**src/rtl/gpio_pkg.sv**
```systemverilog
// Shared register indices, reset constants and elaboration helpers for gpio_irq.
package gpio_pkg;

    localparam logic [2:0] REG_OUT      = 3'd0;
    localparam logic [2:0] REG_TRIS     = 3'd1;
    localparam logic [2:0] REG_IN       = 3'd2;
    localparam logic [2:0] REG_OUTSET   = 3'd3;
    localparam logic [2:0] REG_OUTCLR   = 3'd4;
    localparam logic [2:0] REG_RISE_EN  = 3'd5;
    localparam logic [2:0] REG_FALL_EN  = 3'd6;
    localparam logic [2:0] REG_IRQ_STAT = 3'd7;

    localparam logic [31:0] TRIS_RST = 32'hFFFF_FFFF;

    function automatic int clog2(input int n);
        int r;
        r = 0;
        for (int v = 1; v < n; v = v * 2) r++;
        return r;
    endfunction

endpackage

```
**src/rtl/gpio_irq_if.sv**
```systemverilog
// 8-bit CPU register bus used to reach the gpio_irq register file.
interface gpio_irq_if;
    logic [7:0] addr;
    logic [7:0] din;
    logic [7:0] dout;
    logic       wr_en;
    logic       rd_en;

    modport master (output addr, output din, output wr_en, output rd_en, input dout);
    modport slave  (input addr, input din, input wr_en, input rd_en, output dout);
endinterface

```
**src/rtl/gpio_debounce.sv**
```systemverilog
// Per-pin stability filter: a pin only changes once it has held its new value for DB_CYCLES cycles.
module gpio_debounce #(
    parameter int WIDTH     = 8,
    parameter int DB_CYCLES = 4
) (
    input  logic             clk,
    input  logic             reset_n,
    input  logic [WIDTH-1:0] d_i,
    output logic [WIDTH-1:0] filt_o
);

    logic [7:0]       cnt_q [WIDTH];
    logic [7:0]       cnt_d [WIDTH];
    logic [WIDTH-1:0] filt_q;
    logic [WIDTH-1:0] filt_d;

    always_comb begin
        filt_d = filt_q;
        for (int i = 0; i < WIDTH; i++) begin
            cnt_d[i] = cnt_q[i];
            if (d_i[i] == filt_q[i]) begin
                cnt_d[i] = '0;
            end else if (cnt_q[i] == 8'(DB_CYCLES - 1)) begin
                filt_d[i] = d_i[i];
                cnt_d[i]  = '0;
            end else begin
                cnt_d[i] = cnt_q[i] + 8'd1;
            end
        end
    end

    always_ff @(posedge clk or negedge reset_n) begin
        if (!reset_n) begin
            filt_q <= '0;
            for (int i = 0; i < WIDTH; i++) cnt_q[i] <= '0;
        end else begin
            filt_q <= filt_d;
            for (int i = 0; i < WIDTH; i++) cnt_q[i] <= cnt_d[i];
        end
    end

    assign filt_o = filt_q;

endmodule

```
**src/rtl/gpio_irq.sv**
```systemverilog
// Byte-lane GPIO with atomic set/clear, synchronised inputs and edge interrupts.
// Optional input debounce when GPIO_DEBOUNCE_EN is defined.
module gpio_irq
    import gpio_pkg::*;
#(
    parameter int WIDTH     = 8,
    parameter int ADDR_LSB  = 0,
    parameter int DB_CYCLES = 4
) (
    input  logic             clk,
    input  logic             reset_n,
    gpio_irq_if.slave        bus,
    input  logic [WIDTH-1:0] port_i,
    output logic [WIDTH-1:0] port_o,
    output logic [WIDTH-1:0] port_t,
    output logic             irq
);

    localparam int NBYTES = WIDTH / 8;
    localparam int BSEL_W = clog2(NBYTES);
    localparam int OFF_W  = 3 + BSEL_W;
    localparam int BS_W   = (BSEL_W > 0) ? BSEL_W : 1;

    if (!(WIDTH == 8 || WIDTH == 16 || WIDTH == 32)) begin : g_bad_width
        $error("gpio_irq: WIDTH must be 8, 16 or 32");
    end
    if (DB_CYCLES < 2 || DB_CYCLES > 255) begin : g_bad_db
        $error("gpio_irq: DB_CYCLES must be in 2..255");
    end

    logic [OFF_W-1:0] offset;
    logic [2:0]       reg_sel;
    logic [BS_W-1:0]  byte_sel;
    logic             unused_addr;

    assign offset      = bus.addr[ADDR_LSB +: OFF_W];
    assign reg_sel     = offset[OFF_W-1 -: 3];
    assign unused_addr = ^bus.addr;

    if (BSEL_W > 0) begin : g_bsel
        assign byte_sel = offset[BS_W-1:0];
    end else begin : g_no_bsel
        assign byte_sel = '0;
    end

    logic [WIDTH-1:0] out_q, out_d, tris_q, tris_d;
    logic [WIDTH-1:0] rise_en_q, rise_en_d, fall_en_q, fall_en_d;
    logic [WIDTH-1:0] stat_q, stat_d;
    logic [WIDTH-1:0] sync1_q, sync1_d, sync2_q, sync2_d, prev_q, prev_d;
    logic [7:0]       dout_q, dout_d;
    logic             irq_q, irq_d;
    logic [WIDTH-1:0] filt;

`ifdef GPIO_DEBOUNCE_EN
    gpio_debounce #(
        .WIDTH     (WIDTH),
        .DB_CYCLES (DB_CYCLES)
    ) u_debounce (
        .clk     (clk),
        .reset_n (reset_n),
        .d_i     (sync2_q),
        .filt_o  (filt)
    );
`else
    assign filt = sync2_q;
`endif

    logic [WIDTH-1:0] lane_mask, wdata, wbits, stat_clr, evt, rd_word;

    assign lane_mask = WIDTH'(8'hFF) << (8 * byte_sel);
    assign wdata     = {NBYTES{bus.din}};
    assign wbits     = wdata & lane_mask;
    assign evt       = (filt & ~prev_q & rise_en_q) | (~filt & prev_q & fall_en_q);

    always_comb begin
        out_d     = out_q;
        tris_d    = tris_q;
        rise_en_d = rise_en_q;
        fall_en_d = fall_en_q;
        stat_clr  = '0;
        dout_d    = dout_q;
        rd_word   = '0;

        if (bus.wr_en) begin
            case (reg_sel)
                REG_OUT:      out_d     = (out_q & ~lane_mask) | wbits;
                REG_TRIS:     tris_d    = (tris_q & ~lane_mask) | wbits;
                REG_OUTSET:   out_d     = out_q | wbits;
                REG_OUTCLR:   out_d     = out_q & ~wbits;
                REG_RISE_EN:  rise_en_d = (rise_en_q & ~lane_mask) | wbits;
                REG_FALL_EN:  fall_en_d = (fall_en_q & ~lane_mask) | wbits;
                REG_IRQ_STAT: stat_clr  = wbits;
                default:      ;
            endcase
        end

        // A fresh edge event overrides a simultaneous W1C on the same bit.
        stat_d = (stat_q & ~stat_clr) | evt;

        case (reg_sel)
            REG_OUT:      rd_word = out_q;
            REG_TRIS:     rd_word = tris_q;
            REG_IN:       rd_word = filt;
            REG_RISE_EN:  rd_word = rise_en_q;
            REG_FALL_EN:  rd_word = fall_en_q;
            REG_IRQ_STAT: rd_word = stat_q;
            default:      rd_word = '0;
        endcase

        if (bus.rd_en && !bus.wr_en) dout_d = 8'(rd_word >> (8 * byte_sel));

        irq_d   = |stat_q;
        sync1_d = port_i;
        sync2_d = sync1_q;
        prev_d  = filt;
    end

    always_ff @(posedge clk or negedge reset_n) begin
        if (!reset_n) begin
            out_q     <= '0;
            tris_q    <= TRIS_RST[WIDTH-1:0];
            rise_en_q <= '0;
            fall_en_q <= '0;
            stat_q    <= '0;
            sync1_q   <= '0;
            sync2_q   <= '0;
            prev_q    <= '0;
            dout_q    <= 8'h00;
            irq_q     <= 1'b0;
        end else begin
            out_q     <= out_d;
            tris_q    <= tris_d;
            rise_en_q <= rise_en_d;
            fall_en_q <= fall_en_d;
            stat_q    <= stat_d;
            sync1_q   <= sync1_d;
            sync2_q   <= sync2_d;
            prev_q    <= prev_d;
            dout_q    <= dout_d;
            irq_q     <= irq_d;
        end
    end

    assign bus.dout = dout_q;
    assign port_o   = out_q;
    assign port_t   = tris_q;
    assign irq      = irq_q;

endmodule

```
**src/flat_wrapper.sv**
```systemverilog
// flat-port wrapper written by rule: the top's interface ports become plain ports
module gpio_irq_flat import gpio_pkg::*;
#(
    parameter int WIDTH     = 8,
    parameter int ADDR_LSB  = 0,
    parameter int DB_CYCLES = 4
)
  (clk, reset_n, port_i, port_o, port_t, irq, bus_addr, bus_din, bus_wr_en, bus_rd_en, bus_dout);
  gpio_irq_if bus_i ();
  input  logic clk;
  input  logic reset_n;
  input  logic [WIDTH-1:0] port_i;
  output logic [WIDTH-1:0] port_o;
  output logic [WIDTH-1:0] port_t;
  output logic irq;
  input wire logic [$bits(bus_i.addr)-1:0] bus_addr;
  input wire logic [$bits(bus_i.din)-1:0] bus_din;
  input wire logic [$bits(bus_i.wr_en)-1:0] bus_wr_en;
  input wire logic [$bits(bus_i.rd_en)-1:0] bus_rd_en;
  output wire logic [$bits(bus_i.dout)-1:0] bus_dout;
  assign bus_i.addr = bus_addr;
  assign bus_i.din = bus_din;
  assign bus_i.wr_en = bus_wr_en;
  assign bus_i.rd_en = bus_rd_en;
  assign bus_dout = bus_i.dout;
  gpio_irq #(.WIDTH(WIDTH), .ADDR_LSB(ADDR_LSB), .DB_CYCLES(DB_CYCLES)) u_core (.clk(clk), .reset_n(reset_n), .bus(bus_i), .port_i(port_i), .port_o(port_o), .port_t(port_t), .irq(irq));
endmodule
```
**config.mk**
```make
export PLATFORM = sky130hd
export DESIGN_NAME = gpio_irq_flat
export DESIGN_NICKNAME = d
export VERILOG_FILES = /design/src/rtl/gpio_pkg.sv /design/src/rtl/gpio_irq_if.sv /design/src/rtl/gpio_debounce.sv /design/src/rtl/gpio_irq.sv /design/src/flat_wrapper.sv
export SDC_FILE = /design/constraint.sdc
export NUM_CORES = 1
export LEC_CHECK = 0
export ABC_AREA = 1
export CAP_MARGIN = 15
export CORE_MARGIN = 4
export CORE_UTILIZATION = 37
export CTS_BUF_LIST = sky130_fd_sc_hd__clkbuf_8
export DETAILED_ROUTE_END_ITERATION = 6
export PLACE_DENSITY_LB_ADDON = 0.25
export SLEW_MARGIN = 20
export SYNTH_ARGS = -nofsm -noshare
export SYNTH_HDL_FRONTEND = slang
export SYNTH_SLANG_ARGS = --single-unit
```
**constraint.sdc**
```tcl
create_clock -name clk -period 1 [get_ports clk]
set_input_delay 0.15 -clock clk [delete_from_list [all_inputs] [get_ports clk]]
set_output_delay 0.15 -clock clk [all_outputs]
set_load 0.01 [all_outputs]
```
== Yosys cells after proc, flatten, opt, wreduce, memory -nomap -nowiden ==
Index checks and enable logic that the tools add are counted.
Word-level totals
  bits in registers: 73
  bits of input ports: 28
  word-level logic and storage cells: 43
Cells by class
  equality and inequality tests: 7
  muxes and demuxes: 4
  bitwise logic cells: 13
  reductions and logical operators: 9
Operators with widths (count)
  8-bit bitwise AND: 6
  8-bit case mux with 6 select lines: 1
  8-bit inverter: 4
  8-bit bitwise OR: 3
  8-bit case mux with 3 select lines: 1
  8-bit two-way mux: 2
  3-bit == test, second input constant: 4
  2-bit AND reduction: 4
  8-bit OR reduction: 1
  3-bit by 2-bit == test with 1-bit output, second input constant: 2
  3-bit by 1-bit == test with 1-bit output, second input constant: 1
  3-bit logical NOT: 1
  3-bit nonzero test: 1
  1-bit logical AND: 1
  1-bit logical NOT: 1

== Depth between registers and ports, before layout ==
  depth after elaboration: 6
  gate-level depth with buffers: 9
  depth with buffers taken out: 8

== Worst setup path before layout ==
No wires, ideal clock.
  path type: input port to flip-flop
  start point: input bus_addr[1]
  end point: register u_core.rise_en_q[6]
  library setup time: 0.119 ns
  arrival: 0.883 ns
  required time: 0.881 ns
  setup slack: -0.002 ns
  cell stages on the path: 7
  buffers on the path: 3
  cell sequence: buf_6 nor2_4 buf_6 nand3_4 buf_6 nand2_1 o21ai_2
Between the ends
  cells in the longest elaborated chain, start to end: 2
Ends and longest elaborated chain
  start: declaration: line flat_wrapper.sv:16  | input wire logic [$bits(bus_i.addr)-1:0] bus_addr;
  3-bit == test: line gpio_irq.sv:85  | case (reg_sel)
  2-bit AND reduction (no source line)
  end signal: assignment: line gpio_irq.sv:133  | rise_en_q <= rise_en_d;
  end: declaration: line gpio_irq.sv:47  | logic [WIDTH-1:0] rise_en_q, rise_en_d, fall_en_q, fall_en_d;
Every way passes these cells.
A chain may end at the register's enable or synchronous reset.

== Worst setup path after layout ==
  start point: register u_core.tris_q[3] (netlist: u_core.port_t[3])
  end point: output port_t[3]
RTL lines
  start: declaration: line gpio_irq.sv:46  | logic [WIDTH-1:0] out_q, out_d, tris_q, tris_d;
  start signal: assignment: line gpio_irq.sv:121  | tris_q <= TRIS_RST[WIDTH-1:0];
  start signal: assignment: line gpio_irq.sv:132  | tris_q <= tris_d;
  end: declaration: line flat_wrapper.sv:14  | output logic [WIDTH-1:0] port_t;
No word-level cell between the ends.

==> run summary <==
Reg2reg path depth -> 6
Proportion of power drawn by combinational gates -> 26.1%
Wire per inst -> 15.4 um
Setup repair after global routing missed its margin -> true
Drt initial violations -> 171
Vias in the first global route -> 3,004
Final GP Congestion -> 0.904
VDD IR max -> 0.612 mV
Initial DRT Pass Iterations -> 5
Ordered list of cells on the worst path -> buf_6
Die width -> 104 um
Run status -> complete, but fails checks
Synth Flop Type -> dfrtp_1
Largest net degree at the start of global routing -> 28
Setup slack of the critical path after layout -> -157 ps
Max-Slew Margin vs Limit -> 78.5%
Antenna viol nets, final -> 0
Clk pwr share -> 26.2%
Wire length of the first global-routing pass -> 15,200 um
Family of cells with the greatest summed delay on the critical path -> flip-flops
Final Max Tran Viols -> 0
Wire length after detailed routing -> 9190 um
Fraction of layout cells with a size suffix above 1 -> 38.4%
Clock tree from TritonCTS -> done
Cell at the root of the clock tree -> clkbuf_8
Async set-reset flop share out of synthesis -> 100%
Post-synthesis register bit count -> 73
Worst EP required -> 850 ps
Number of logic stages on the critical path including buffering -> 1
Most common library cells after synthesis -> 115 x nand2_1, 65 x dfrtp_1, 35 x nand4_1
Final sum of negative setup slack -> -1890 ps
Standby leakage power -> 2.33 nW
Worst Clk Skew -> 6.15 ps
Non-Filler Instances -> 597
Final routed DRC violation total -> 0
Initial Utilization -> 38.3%
Sinks on the clock net -> 73
Detailed placer's ending HPWL -> 6300 um
Synth Instances -> 360
Met2 capacity usage during global routing -> 26.5%
Arrival @ worst endpoint -> 1010 ps
Number of buffers created by CTS -> 9
Core Area -> 8810 um^2
Switching component of the power -> 0.00233 W
Cell types occupying the most area after synthesis -> dfrtp_1 48%, nand2_1 13%, nand4_1 6.5%, dfstp_2 6.2%, o21ai_2 4.1%
Port Buffer Count -> 47
Area post-placement -> 4390 um^2
Number of buffers between clock root and the deepest sink -> 2
Highest-delay cell along the critical path -> dfstp_2
Count of flip-flops with a built-in enable after synthesis -> 0
Number of buffers and inverters on the critical path -> 1
Sort of element at the end of the critical path -> output port
Num ports -> 53
Number of H-tree levels -> 3
Type of element launching the critical path -> register
Cell row count -> 34
Post-synthesis cell type count -> 29
Overflow left after global routing -> 0
Global-route layer with the greatest usage -> met2
Sequential power share -> 47.7%
Slew at the pin with the worst max-slew slack -> 322 ps
Number of nets in the synthesized netlist -> 388
Int Power -> 0.00549 W
Final hold violation count -> 0
Yosys Warn Count -> 0
Violated checks -> setup timing
Critical Path Fanout Max -> 2
Pre-CTS setup slack -> -629 ps
Number of diodes -> 0
Sequential area share after synthesis -> 54.4%
Total track usage -> 17.5%
Highest clock frequency the design can meet -> 864 MHz
Vias after detailed routing -> 3,042
Most area-hungry cell type in the Yosys netlist -> dfrtp_1
Post-synthesis area per instance -> 9.38 um^2
Ratio of final minimum period to clock period -> 116%
GRT met1 Usage -> 24.1%
Avg Vias per Cell -> 5.10
Clock transition at the registers of the reported paths -> 70 ps
Die height -> 104 um
Proportion of netlist area held by the largest area contributor -> 48.2%
Layout overhead on the synthesized area -> 43.5%
Finished Cell Area -> 4850 um^2
Total area of sequential cells -> 1840 um^2
Area of the die -> 10,700 um^2
# setup viols final -> 32
Number of cells after detailed placement -> 561
Post-Syn Area -> 3380 um^2
Min-delay worst type -> input pin to async pin
NumNets Final -> 512
Power density cells -> 1610 nW/um^2
Sw Ratio -> 29.8%
Number of antenna violations at the first check in global routing -> 0
Maximum capacitance violations -> 0
Final critical-path required period -> 1160 ps
Worst setup path category -> register to output port
Most frequently used cell type in the post-synthesis netlist -> nand2_1
Number of inserted filler cells in the final layout -> 771
Met3 routing resource usage after global routing -> 5.04%
Area of combinational cells with multiple inputs -> 1430 um^2
Source-to-sink clock delay at the later pin of the worst-skew pair -> 340 ps
Max incr delay on CP -> 560 ps
registers in the layout (all words and copies together) (netlist names):
register          cells
u_core.bus.dout       8
u_core.port_o         8
u_core.prev_q         8
u_core.irq            1
u_core.filt           8
u_core.stat_q         8
u_core.sync1_q        8
u_core.fall_en_q      8
u_core.rise_en_q      8
u_core.port_t         8
stage by stage:
stage                     power (W)  utilization, %  hold WS (ps)
after floorplan             0.00449               -          -146
after global placement      0.00558            49.9          70.6
after detailed placement    0.00562            49.9          70.7
after CTS                   0.00778            53.4           224
after global routing        0.00828            55.0           216
final                       0.00781            55.0           236
area by class of cell:
type | instances | share of cell area [%]
clock buffer | 11 | 3.12
clock inverter | 5 | 0.465
inverter | 22 | 2.22
multi-input combinational | 249 | 29.5
sequential | 73 | 37.9
tap | 108 | 2.79
timing repair buffer | 129 | 24.0
metal layers:
layer,wire length (um),vias up
met2,4230,109
met5,0,-
met4,119,0
met1,4260,1442
li1,-,1478
met3,576,13
path summary, 6_finish.rpt:
kind                              startpoint                  to  slack, ps
min in group clk                   port_i[4]   u_core.sync1_q[4]        240
max in group asynchronous            reset_n    u_core.port_t[6]        250
min                                  reset_n   u_core.sync1_q[3]        240
max reg2reg                 u_core.port_t[7]  u_core.bus.dout[7]        -90
max                         u_core.port_t[3]           port_t[3]       -160
min reg2reg                u_core.sync1_q[3]      u_core.filt[3]        350
cell families (layout without fill, tap and decap cells):
| kind of cell | Yosys count | after routing | share of synthesized area, % |
|---|---|---|---|
| buffers and inverters | 39 | 167 | 6.67 |
| and+or+nand+nor | 199 | 200 | 28.7 |
| AOI/OAI and AO/OA | 49 | 49 | 10.2 |
| DFF | 73 | 73 | 54.4 |
power groups by stage:
stage	combinational (W)	clock (W)	sequential, W
2_1_floorplan	0.000703	0	0.00379
3_3_place_gp	0.00185	0	0.00373
3_5_place_dp	0.00188	0	0.00374
4_1_cts	0.00195	0.00213	0.00371
5_1_grt	0.00223	0.00228	0.00377
6_report	0.00204	0.00205	0.00372
timing repair:
action	CTS	global route
gates cloned	3	0
gates resized for setup	137	31
setup buffers	9	9
endpoints found under the setup margin	74	54
hold buffers	1	0
endpoints found under the hold margin	43	0
pin swaps	21	29
cells in the final DEF (no fill, tap or decap), drive strengths merged, types with 4 or more instances in the layout:
master	n
buf	106
clkbuf	13
nand3	29
nor2	13
clkinv	5
and2	4
dfstp	8
inv	22
nand4	35
dfrtp	65
nand2	117
clkdlybuf4s50	17
o21ai	40
o221ai	6
Power figures use the tool's default switching activity.
